### config.mk
export PLATFORM = sky130hd
export DESIGN_NAME = sram_like_slave
export DESIGN_NICKNAME = d
export VERILOG_FILES = /design/src/rtl/sram_like_slave.sv
export SDC_FILE = /design/constraint.sdc
export NUM_CORES = 1
export LEC_CHECK = 0
export BUFFER_PORTS_ARGS = -buffer_cell sky130_fd_sc_hd__buf_2
export CELL_PAD_IN_SITES_DETAIL_PLACEMENT = 0
export CELL_PAD_IN_SITES_GLOBAL_PLACEMENT = 1
export CORE_ASPECT_RATIO = 2
export CORE_MARGIN = 3
export CORE_UTILIZATION = 38
export CTS_CLUSTER_SIZE = 40
export DETAILED_ROUTE_END_ITERATION = 16
export PLACE_DENSITY_LB_ADDON = 0.3
export SLEW_MARGIN = 10
export SYNTH_ARGS = -nofsm -noshare
export SYNTH_HDL_FRONTEND = slang
export SYNTH_SLANG_ARGS = --single-unit
### constraint.sdc
create_clock -name clk -period 2.49 [get_ports clk]
set_input_delay 0.498 -clock clk [delete_from_list [all_inputs] [get_ports clk]]
set_output_delay 0.498 -clock clk [all_outputs]
set_load 0.1 [all_outputs]
### src/rtl/sram_like_slave.sv
// sram_like_slave: responder end of the SRAM-like req/addr_ok, data_ok/rdata
// protocol. Accepted requests are performed on an external single-port
// synchronous RAM (1-cycle read latency) and answered strictly in order
// through a bounded return FIFO.
//
// Ports:
//   clk, reset            clock, synchronous active-high reset
//   req, wr, size, wen    address phase: valid, write flag, size (unused), byte strobes
//   addr, wdata           byte address, write data
//   addr_ok               request accepted this cycle when req && addr_ok
//   data_ok, rdata        one in-order response per accepted request
//   resp_hold             forces data_ok low while set (stall injection)
//   ram_en, ram_wen       backing RAM enable and byte write enables
//   ram_addr, ram_wdata   backing RAM word address and write data
//   ram_rdata             backing RAM read data, valid the cycle after ram_en
module sram_like_slave #(
  parameter int unsigned DEPTH  = 4,
  parameter int unsigned ADDR_W = 16
) (
  input  logic              clk,
  input  logic              reset,
  input  logic              req,
  input  logic              wr,
  input  logic [1:0]        size,
  input  logic [3:0]        wen,
  input  logic [31:0]       addr,
  input  logic [31:0]       wdata,
  output logic              addr_ok,
  output logic              data_ok,
  output logic [31:0]       rdata,
  input  logic              resp_hold,
  output logic              ram_en,
  output logic [3:0]        ram_wen,
  output logic [ADDR_W-1:0] ram_addr,
  output logic [31:0]       ram_wdata,
  input  logic [31:0]       ram_rdata
);

  localparam int unsigned PTR_W = (DEPTH > 1) ? $clog2(DEPTH) : 1;
  localparam int unsigned CNT_W = $clog2(DEPTH + 1);

  logic [CNT_W-1:0] cnt;
  logic [CNT_W-1:0] cnt_nxt;
  logic [CNT_W-1:0] fifo_used;
  logic             fifo_empty;
  logic             accept;
  logic             pend_valid;
  logic             pend_wr;
  logic [PTR_W-1:0] wr_ptr;
  logic [PTR_W-1:0] rd_ptr;
  logic [31:0]      fifo_q [DEPTH];

  // cnt covers the pending stage plus FIFO entries, so the FIFO alone
  // holds cnt minus the pending flag.
  assign fifo_used  = cnt - CNT_W'(pend_valid);
  assign fifo_empty = (fifo_used == '0);

  // Address phase: credit depends only on registered cnt, never on req.
  assign addr_ok = !reset && (cnt < CNT_W'(DEPTH));
  assign accept  = req && addr_ok;

  // RAM is driven directly in the accept cycle; the write lands at its end.
  always_comb begin
    ram_en    = accept;
    ram_wen   = (accept && wr) ? wen : 4'b0000;
    ram_addr  = addr[ADDR_W+1:2];
    ram_wdata = wdata;
  end

  // Data phase: head of the return FIFO, suppressed by resp_hold.
  always_comb begin
    data_ok = !reset && !fifo_empty && !resp_hold;
    rdata   = data_ok ? fifo_q[rd_ptr] : 32'h0;
  end

  // Outstanding count: +1 on accept, -1 on retire.
  always_comb begin
    cnt_nxt = cnt;
    case ({accept, data_ok})
      2'b10:   cnt_nxt = cnt + CNT_W'(1);
      2'b01:   cnt_nxt = cnt - CNT_W'(1);
      default: cnt_nxt = cnt;
    endcase
  end

  // Control state: counter, pending stage, FIFO pointers.
  always_ff @(posedge clk) begin
    if (reset) begin
      cnt        <= '0;
      pend_valid <= 1'b0;
      pend_wr    <= 1'b0;
      wr_ptr     <= '0;
      rd_ptr     <= '0;
    end else begin
      cnt        <= cnt_nxt;
      pend_valid <= accept;
      pend_wr    <= wr;
      if (pend_valid) wr_ptr <= wr_ptr + PTR_W'(1);
      if (data_ok)    rd_ptr <= rd_ptr + PTR_W'(1);
    end
  end

  // Return FIFO storage; writes answer with zero data.
  always_ff @(posedge clk) begin
    if (!reset && pend_valid) begin
      fifo_q[wr_ptr] <= pend_wr ? 32'h0 : ram_rdata;
    end
  end

  // Address bits outside the word index and the size field carry no function.
  logic unused_hi;
  generate
    if (ADDR_W + 2 < 32) begin : g_hi
      assign unused_hi = ^addr[31:ADDR_W+2];
    end else begin : g_no_hi
      assign unused_hi = 1'b0;
    end
  endgenerate

  logic unused_ok;
  assign unused_ok = ^{size, addr[1:0], unused_hi};

endmodule
After elaboration in Yosys (flattened, before gate mapping)
Memory sizes are Yosys's and may differ from the RTL's. A register that Yosys moved wholly into a read port is not among the register bits.
Cells that the tools add are included.
{ "totals": {"reg_bits": 9, "mem_bits_rw": 128, "in_bits": 107, "output_inout_bits": 87, "word_cells": 33, "mem_count": 1} }
{ "memory_table": {"columns": ["memory", "depth", "width", "read_ports", "rd_ports_with_merged_regs", "wr", "line_no", "text"], "rows": [
  ["fifo_q", 4, 32, 1, 1, 1, "51", "logic [31:0] fifo_q [DEPTH];"]
]} }
{ "op_classes": {"addsub": 5, "magnitude_cmp": 1, "eq_ne": 2, "mux": 8, "n_reduce_logical": 11} }
{ "ops": {"columns": ["op", "n"], "rows": [
  ["32-bit two-way mux", 2],
  ["1-bit logical AND", 6],
  ["3-bit one-hot mux with 2 select lines", 1],
  ["2-bit by 1-bit adder with 2-bit output, second input constant", 2],
  ["2-bit two-way mux", 2],
  ["4-bit two-way mux", 1],
  ["3-bit by 1-bit adder with 3-bit output, second input constant", 1],
  ["1-bit logical NOT", 3],
  ["3-bit logical NOT", 1],
  ["3-bit < comparator, second input constant", 1],
  ["3-bit by 1-bit subtractor with 3-bit output", 1],
  ["3-bit by 1-bit subtractor with 3-bit output, second input constant", 1],
  ["2-bit by 1-bit equality test with 1-bit output, second input constant", 1],
  ["2-bit equality test, second input constant", 1],
  ["1-bit two-way mux", 2],
  ["2-bit nonzero test", 1]
]} }

Longest topological paths before layout
{ "logic_depth": {"depth_word": 7, "ltp_mapped": 11, "mapped_depth_nobuf": 10} }

Least setup slack after synthesis
Ideal clock, no wire load.
{ "synth_path": {"path_kind": "input port to output port", "start": "input port reset", "end": "output port ram_wen[0]", "arrival_ns": 3.642, "t_required_ns": 1.992, "setup_slack_ns": -1.650, "path_stages": 4, "n_path_buf": 0, "path_cell_list": "nor2_1 -> nand2_1 -> inv_1 -> and3_1"} }
{ "synth_via": {"elab_chain_cells": 5} }
{ "synth_rtl": {"columns": ["element", "line_no", "text"], "rows": [
  ["start, declared", "21", "input logic reset,"],
  ["1-bit logical NOT", "59", "assign addr_ok = !reset && (cnt < CNT_W'(DEPTH));"],
  ["1-bit logical AND", "59", null],
  ["1-bit logical AND", "60", "assign accept = req && addr_ok;"],
  ["via ram_en", "32", "output logic ram_en,"],
  ["1-bit logical AND", "65", "ram_wen = (accept && wr) ? wen : 4'b0000;"],
  ["4-bit two-way mux", "65", null],
  ["end, declared", "33", "output logic [3:0] ram_wen,"]
]} }
The timed path passes the listed nets, and every way through them passes these cells.

Worst setup path after layout
{ "layout_path": {"start": "register cnt[0]", "end": "output port rdata[19]"} }
{ "layout_via": {"elab_chain_cells": 6} }
{ "layout_rtl": {"columns": ["element", "line_no", "text"], "rows": [
  ["start, declared", "42", "logic [CNT_W-1:0] cnt;"],
  ["start signal, assigned", "95", "cnt <= cnt_nxt;"],
  ["3-bit by 1-bit subtractor with 3-bit output", "55", "assign fifo_used = cnt - CNT_W'(pend_valid);"],
  ["3-bit logical NOT", "56", "assign fifo_empty = (fifo_used == '0);"],
  ["1-bit logical NOT", "72", "data_ok = !reset && !fifo_empty && !resp_hold;"],
  ["1-bit logical AND (2 in a row)", "72", null],
  ["32-bit two-way mux", "73", "rdata = data_ok ? fifo_q[rd_ptr] : 32'h0;"],
  ["end, declared", "30", "output logic [31:0] rdata,"]
]} }
No other way between the ends.

==> flow_summary.ini <==
[synth]
yosysSeqAreaShare_pct = 64.34
synth_ff_type = edfxtp_1
yosysTopAreaCellShare_pct = 60.86
ys_warn_count = 0
synth_edf_count = 128
syn-num-nets = 467
yosys.area.top_type = edfxtp_1
syn_inst = 353
syn_area_um2 = 6316
synthArstFlopShare_pct = 0
synth.area.top_cells = edfxtp_1 (61%), mux4_2 (11%), nor2b_4 (6.5%), buf_4 (5.7%), nor2b_1 (3.7%)
synth_seq_cells = 139
synth_area_per_cell_um2 = 17.89
netlist-cell-type-count = 34

[clock_tree]
clk_latency_ns = 0.41
cts-hold-fix-buffers = 0
cts_max_path_buffers = 2
root_buffer = clkbuf_16
cts_sinks = 139
htreeDepth = 4
numCtsBuffers = 17
cts_tree = built
clk_pin_slew_ns = 0.05

[global_route]
first_global_vias = 3419
grt_max_degree = 33
grt_pass1_wl_um = 18190
antenna_found_initial = 0
grt-ovfl-total = 0
grt_usage_pct = 13.42

[critical_path]
reg2reg_to = cnt[2]
cp_cell_sequence = inv_4 -> ha_4 -> xor2_4 -> o21ai_4 -> buf_12 -> clkbuf_16 -> nor2b_4 -> buf_12
start_kind = flop
cp_slowest_stage_delay_ns = 0.35
reg2reg_depth = 11
worstPathMaxFanout = 8
critPathSlowestCell = dfxtp_4
reg2reg_slack_ns = 0.17
worstSetupEndpointType = output port
r2r-start = cnt[0]
worstPathRequired_ns = 1.99
critPathKind = flop to output port
crit_arrival_ns = 1.94
cp_common_cell = buf_12

[route]
num_vias = 3020
drtPass1Iterations = 4
wl_per_cell_um = 18.75
drc = 0
wl_um = 11760
ant_nets = 0
viasPerCell = 4.817
initialDrtViolationCount = 91

[power]
pwr-share-clk_pct = 35.3
p_int_w = 0.005647
power.switching_w = 0.002156
p_sw_share_pct = 27.63
peakVddDrop_mv = 0.4822
power.leakage_nw = 2.857
finalPower_w = 0.007802
seqPwrFrac_pct = 35.2
pwr-share-comb_pct = 29.5
powerDensity_nw_per_um2 = 962.8

[sta]
clock.fmax_mhz = 409.9
relSlewSlack_pct = 67.35
finClkSkew_ns = 0.005813
setup_viol = 0
rsz0062_at_grt = true
period_share_pct = 97.97
hold_viol = 0
fin_crit_ns = 2.439
slew_violations = 0
tightestPinTransition_ns = 0.4932
hold_slack_ns = 0.3375

[floorplan]
num_rows = 66
die_area_um2 = 18300
io_pins = 194
die_x_um = 97.16
core_area_um2 = 16270
die_h_um = 188.3
start_util_pct = 38.82

[placed_design]
gp_congestion = 0.6758
hpwl_um = 7427
io_buffers = 79
placed_area_um2 = 7277
dp_cells = 587

[hold_path]
worstHoldPathType = input port to flop
whs_path_depth = 3
hold_path.startpoint = req
hold_end = pend_valid

[final_layout]
utilization_pct = 49.82
final_cell_mix = edfxtp_1 (128), buf_2 (43), buf_12 (42)
instances_no_fill = 627
nets = 525
layout_commonest_cell = edfxtp_1
post_route_cells_drive_above_1_share_pct = 50.59
finalInstanceArea_um2 = 8104
syn2layout_area_growth_pct = 28.31
antenna_cells = 0

[flow_run]
maxCapViolCount = 0

[run_status]
status = finished clean
how the worst max path moves through the flow:
| stage | from | endpoint | slack [ns] | cells past startpoint |
|---|---|---|---|---|
| floorplan | cnt[0] | cnt[2] | -0.46 | 11 |
| global placement | cnt[0] | cnt[2] | 0.23 | 10 |
| detailed placement | cnt[0] | cnt[2] | 0.22 | 10 |
| CTS | cnt[0] | rdata[7] | -0.004 | 8 |
| global route | flop | rdata[9] | -0.01 | 4 |
| finish | cnt[0] | rdata[19] | 0.05 | 8 |
sequential cells by signal (all words and copies together) (netlist names), named ones only:
| register | flops |
|---|---|
| cnt | 3 |
| fifo_q | 128 |
| pend_valid | 1 |
| pend_wr | 1 |
| rd_ptr | 2 |
| wr_ptr | 2 |
Yosys cell counts (2+ instances only):
| cell type | instances |
|---|---|
| edfxtp_1 | 128 |
| buf_4 | 48 |
| nor2b_1 | 37 |
| mux4_2 | 30 |
| nor2b_4 | 30 |
| dfxtp_1 | 11 |
| inv_1 | 7 |
| nor2_1 | 7 |
| ha_1 | 6 |
| and2_1 | 4 |
| and3_1 | 4 |
| buf_2 | 4 |
| buf_6 | 4 |
| buf_12 | 3 |
| clkbuf_1 | 3 |
| nand2_1 | 3 |
| mux2i_1 | 2 |
| mux4_1 | 2 |
| nand2b_1 | 2 |
| o21ai_0 | 2 |
| o311ai_0 | 2 |
| xnor2_1 | 2 |
cell families (layout without fill, tap and decap cells):
logic type / after synthesis / count (layout) / share of synthesized area [%]
AOI/OAI and AO/OA: 7 / 7 / 0.9113
buffers and inverters: 69 / 139 / 8.281
and+or+nand+nor: 93 / 93 / 12.44
muxes: 34 / 34 / 11.85
xor gates and xnor gates: 4 / 4 / 0.6737
DFF: 139 / 139 / 64.34
adders and majority gates: 7 / 7 / 1.506
worst max-delay path: cells and delay by family (launching register included):
| kind | cells | cell delay [ns] |
|---|---|---|
| and+or+nand+nor | 1 | 0.16 |
| DFF | 1 | 0.35 |
| buffers and inverters | 4 | 0.57 |
| AOI/OAI and AO/OA | 1 | 0.10 |
| adders and majority gates | 1 | 0.15 |
| xor gates and xnor gates | 1 | 0.18 |
power groups by stage:
stage	registers (W)	clock network, W	logic [W]
4_1_cts	0.00275	0.00281	0.00230
2_1_floorplan	0.00273	0	0.00211
5_1_grt	0.00276	0.00291	0.00241
3_3_place_gp	0.00279	0	0.00219
3_5_place_dp	0.00279	0	0.00221
6_report	0.00275	0.00276	0.00230
metrics by stage:
step             TNS, ns  worst slack (ns)
4_1_cts        -0.005129         -0.003797
3_5_place_dp           0            0.2185
6_report               0           0.05058
2_1_floorplan     -1.402           -0.4625
5_1_grt         -0.05594          -0.01110
3_3_place_gp           0            0.2263
routing by layer:
| metal | share of wire [%] | vias up | global-route usage (%) |
|---|---|---|---|
| met3 | 4.2 | 28 | 3.631 |
| met5 | 0 | - | 0 |
| met4 | 2.3 | 0 | 7.085 |
| met1 | 34 | 1523 | 12.91 |
| li1 | - | 1383 | - |
| met2 | 60 | 86 | 25.43 |
what timing repair did:
| item | 4_1_cts | 5_1_grt |
|---|---|---|
| setup buffers | 3 | 3 |
| gates cloned | 2 | 1 |
| endpoints found under the setup margin | 32 | 33 |
| resized for setup | 10 | 3 |
| pin swaps | 1 | 1 |
cell type report:
cell class / instances / area, um2
fill: 1297 / 8164
multi-input combinational: 145 / 1817
clock buffer: 19 / 432.9
tap: 204 / 255.2
timing repair buffer: 101 / 1269
inverter: 7 / 36.28
clock inverter: 12 / 221.5
sequential: 139 / 4073
Note: power is estimated with default switching activity, not from simulation.
